===== src/rtl/serial_word_rx.sv =====
// Serial-in/parallel-out word receiver for an MSB-first stream with an optional trailing even-parity bit.
// state | meaning
// IDLE  | waiting for a START-qualified first bit
// DATA  | collecting data bits, cnt holds the number already taken
// PARB  | all data bits in, waiting for the parity bit
module serial_word_rx #(
  parameter int W      = 4,
  parameter int PARITY = 0
) (
  input  logic         clk,
  input  logic         CLR,
  input  logic         SIN,
  input  logic         SEN,
  input  logic         START,
  output logic [W-1:0] DOUT,
  output logic         DVALID,
  output logic         PERR,
  output logic         FERR,
  output logic         BUSY
);

  localparam int CW      = $clog2(W + 1);
  localparam bit HAS_PAR = (PARITY != 0);

  typedef enum logic [1:0] {
    IDLE = 2'd0,
    DATA = 2'd1,
    PARB = 2'd2
  } state_t;

  state_t        state;
  state_t        state_nxt;
  logic [W-1:0]  sr;
  logic [W-1:0]  sr_shift;
  logic [CW-1:0] cnt;
  logic          par;

  logic          take_start;
  logic          take_bit;
  logic          shift_data;
  logic          last_data;
  logic          finish;
  logic          abort;

  assign take_start = SEN & START;
  assign take_bit   = SEN & ~START;
  assign sr_shift   = {sr[W-2:0], SIN};

  always_ff @(posedge clk) begin
    if (CLR) begin
      state <= IDLE;
    end else begin
      state <= state_nxt;
    end
  end

  always_comb begin
    state_nxt = state;
    case (state)
      IDLE: begin
        if (take_start) state_nxt = DATA;
      end
      DATA: begin
        if (take_start) begin
          state_nxt = DATA;
        end else if (take_bit && (cnt == CW'(W - 1))) begin
          state_nxt = HAS_PAR ? PARB : IDLE;
        end
      end
      PARB: begin
        if (take_start) begin
          state_nxt = DATA;
        end else if (take_bit) begin
          state_nxt = IDLE;
        end
      end
      default: state_nxt = IDLE;
    endcase
  end

  // Control strobes for the datapath; a START in any state always begins a new frame.
  always_comb begin
    shift_data = 1'b0;
    last_data  = 1'b0;
    finish     = 1'b0;
    abort      = 1'b0;
    BUSY       = 1'b0;
    case (state)
      IDLE: begin
        BUSY = 1'b0;
      end
      DATA: begin
        BUSY       = 1'b1;
        abort      = take_start;
        shift_data = take_bit;
        last_data  = take_bit && (cnt == CW'(W - 1));
        finish     = last_data && !HAS_PAR;
      end
      PARB: begin
        BUSY   = 1'b1;
        abort  = take_start;
        finish = take_bit;
      end
      default: begin
        BUSY = 1'b0;
      end
    endcase
  end

  always_ff @(posedge clk) begin
    if (CLR) begin
      sr     <= '0;
      cnt    <= '0;
      par    <= 1'b0;
      DOUT   <= '0;
      DVALID <= 1'b0;
      PERR   <= 1'b0;
      FERR   <= 1'b0;
    end else begin
      DVALID <= finish;
      FERR   <= abort;
      if (take_start) begin
        sr  <= {{(W-1){1'b0}}, SIN};
        par <= SIN;
        cnt <= CW'(1);
      end else if (shift_data) begin
        sr  <= sr_shift;
        par <= par ^ SIN;
        cnt <= cnt + CW'(1);
      end
      // In PARB the data word is already complete in sr; SIN is the parity bit.
      if (finish) begin
        if (state == PARB) begin
          DOUT <= sr;
          PERR <= par ^ SIN;
        end else begin
          DOUT <= sr_shift;
          PERR <= 1'b0;
        end
      end
    end
  end

endmodule


===== config.mk =====
export PLATFORM = sky130hd
export DESIGN_NAME = serial_word_rx
export DESIGN_NICKNAME = d
export VERILOG_FILES = /design/src/rtl/serial_word_rx.sv
export SDC_FILE = /design/constraint.sdc
export NUM_CORES = 1
export LEC_CHECK = 0
export BUFFER_PORTS_ARGS = -buffer_cell sky130_fd_sc_hd__buf_4
export CAP_MARGIN = 40
export CORE_AREA = 2 2 39 41
export CTS_CLUSTER_DIAMETER = 60
export DETAILED_ROUTE_END_ITERATION = 10
export DIE_AREA = 0 0 41 43
export PLACE_DENSITY = 0.68
export SLEW_MARGIN = 20
export SYNTH_ARGS = -nofsm -noshare
export SYNTH_HDL_FRONTEND = slang
export SYNTH_SLANG_ARGS = --single-unit

===== constraint.sdc =====
create_clock -name clk -period 2.7 [get_ports clk]
set_input_delay 0.405 -clock clk [delete_from_list [all_inputs] [get_ports clk]]
set_output_delay 0.405 -clock clk [all_outputs]
set_load 0.1 [all_outputs]

==> key figures <==
Clock tree
  • TritonCTS Buffers: 3
  • Clock Tree Buf Depth: 2
  • Worst-path clk slew: 0.08 ns
  • CTS tree: yes
  • Post-CTS Resized: 0
  • Clock sink count: 13
  • H-tree level count: 1
  • Setup Buffers After CTS: 0
  • Clk_lat worst skew: 0.28 ns
  • Root buffer cell: clkbuf_4
  • Hold-fix buffer count after cts: 0

Yosys
  • Seq cells post-synth: 13
  • Yosys warns: 0
  • Syn Area/Cell: 10.6 um2
  • Part of the Yosys area used for sequential elements: 0.483
  • Distinct cells, synth: 22
  • Post-synth top area share: 0.483
  • Synth Instances: slightly above 50
  • Synth area leader: dfxtp_1
  • Syn nets: 58
  • Area contributors post-synth: dfxtp_1 (48%), nand2b_1 (10%), mux2i_1 (9.3%)
  • Cell Area, Synth: around 540 um2

Worst setup path
  • Critical path required time: 2.30 ns
  • FF-to-FF path depth: 4
  • Largest delay share family, worst path: flip-flops
  • Worst path slowest cell: dfxtp_1
  • Slowest stage delay, CP: 0.40 ns
  • Critical Path AT: 1.00 ns
  • Worst setup SP type: flop
  • Crit end category: output pin
  • Crit path cell chain: buf_4
  • Worst r2r dst: DOUT[1]
  • Internal reg-to-reg setup slack: about 1.4 ns
  • WP buf/inv: 1
  • Critical path class: flop to output pin
  • R2r startpoint: cnt[0]
  • Max Fanout on Critical Path: 6

Power and ir drop
  • Comb pwr share: 0.114
  • Total power: 0.358 mW
  • Net Sw Frac: 0.253
  • Clock power share: 0.332
  • Pleak: 0.256 nW
  • Internal: 0.267 mW
  • Reg power frac: 0.554
  • Max IR drop VDD: 0.315 mV
  • PD cells: around 560 nW/um2
  • Sw power: 0.0906 mW

Min path
  • Hold endpoint: DVALID
  • Hold path startpoint: CLR
  • Hold Crit Class: primary input to flop
  • Hold Path Depth: 2

Outcome
  • Result of the run: finished, final reports clean

Timing
  • Fmax achieved: 0.714 GHz
  • Endpoints failing hold: 0
  • Skew final: roughly 0.007 ns
  • Setup ws final: 1.30 ns
  • Hold WS: 0.392 ns
  • Endpoints failing setup: 0
  • Setup_tns: 0 ns
  • Tcrit/Tclk final: 0.519
  • RSZ-0062 raised after global routing: false
  • Final Critical Period: 1.40 ns
  • Max-slew violations: 0

Global routing
  • First-pass GRT wire length: between 1 and 1.5 mm
  • Total track usage: 0.128
  • Vias in the first global route: 375
  • Congestion Overflow GR: 0
  • Initial antenna violation count: 0
  • Pin count of the biggest net entering global routing: 18

Layout
  • Multi-input gate area: 248 um2
  • Final Core Density: 0.466
  • Filler Cell Count: 140
  • Nets: just over 70
  • Final Cell Area: 644 um2
  • Share of cells above drive strength 1: 0.238
  • Flip-flop and latch area: roughly 260 um2
  • P&R area growth vs syn: 19.5%
  • Finished Layout Cells: between 70 and 80
  • # diodes: 0

Place
  • Post-DP Area: approximately 620 um2
  • PortBufs: 11
  • GPL Wtd Cong: 0.686
  • Dpl hpwl: 631 um
  • Placed insts: 75
  • Place WS: 1.42 ns

Routing
  • Vias after detailed routing: 393
  • Vias per Instance: 4.97
  • Routed len/inst: 11.3 um
  • Final WL: 889 um
  • Starting DRT DRC Count: 5
  • Drt pass-1 iters: 2
  • DRC: 0
  • Final ANT Viol Nets: 0

Floorplan
  • Starting Density: 0.390
  • CORE AREA: 1380 um2
  • Die H: roughly 43 um
  • Core Rows: 14
  • Die area: 1760 um2
  • Horiz. Die Dim: 41 um
  • Io pins: 13

Flow run
  • Max cap viols: 0
-- worst max path at each step --
stage | startpoint | end | slack, ns | depth (start not counted)
finish | state[0] | BUSY | 1.30 | 1
global route | state[0] | BUSY | 1.24 | 1
CTS | state[0] | BUSY | 1.29 | 1
detailed placement | cnt[0] | DOUT[1] | 1.42 | 4
global placement | cnt[0] | DOUT[1] | 1.42 | 4
floorplan | state[0] | DOUT[1] | 1.07 | 3
-- synth_stat cells (all sizes together) --
cell	instances
dfxtp	13
o32ai	2
conb	1
nor2b	2
a22o	1
o21a	1
a21oi	1
inv	2
and4b	1
nand2	1
o22ai	2
or2	1
buf	3
nand3b	1
a21bo	1
nor3b	1
nand2b	9
ha	2
mux2i	5
nor2	1
-- kinds of logic (layout without fill, tap and decap cells) --
family / Yosys count / after routing / synth area share
buffers and inverters: 5 / 17 / 0.0580
other: 1 / 1 / 0.00695
and+or+nand+nor: 17 / 17 / 0.200
muxes: 5 / 5 / 0.0928
DFF: 13 / 13 / 0.483
AOI/OAI and AO/OA: 8 / 8 / 0.114
adders and majority gates: 2 / 2 / 0.0464
-- sequential cells by signal (all words and copies together), names as in the netlist --
register and cells:
cnt 3, DVALID 1, FERR 1, state 1, sr 3, DOUT 4
-- layer usage --
layer / share of wire / up-vias / track usage / routed length [um]
li1: - / 198 / - / -
met1: 0.47 / 183 / 0.154 / 418
met2: 0.45 / 12 / 0.184 / 404
met3: 0.074 / 0 / 0.0942 / 66
met4: 0 / 0 / 0.0200 / 0
met5: 0 / - / 0 / 0
-- layout make-up --
cell class | count | share of cell area
clock buffers | 4 | 0.0408
inverters | 2 | 0.0117
multi-input cells | 33 | 0.384
flip-flops and latches | 13 | 0.404
well taps | 16 | 0.0311
repair buffers | 11 | 0.128
-- cell usage in the layout (no fill, tap or decap), types with 2 or more instances in the layout --
cell type / synthesis / layout
buf_4: 1 / 11
nor2b_1: 2 / 2
clkbuf_4: 0 / 3
inv_1: 2 / 2
ha_1: 2 / 2
o22ai_1: 2 / 2
nand2b_1: 9 / 9
mux2i_1: 5 / 5
dfxtp_1: 13 / 13
o32ai_1: 2 / 2
-- power groups by stage --
stage	clock network, mW	logic, mW	registers [mW]
global placement	0	0.0408	0.203
CTS	0.122	0.0412	0.198
detailed placement	0	0.0410	0.203
floorplan	0	0.0224	0.211
finish	0.119	0.0409	0.198
global route	0.135	0.0438	0.199
Note: power is estimated with default switching activity, not from simulation.
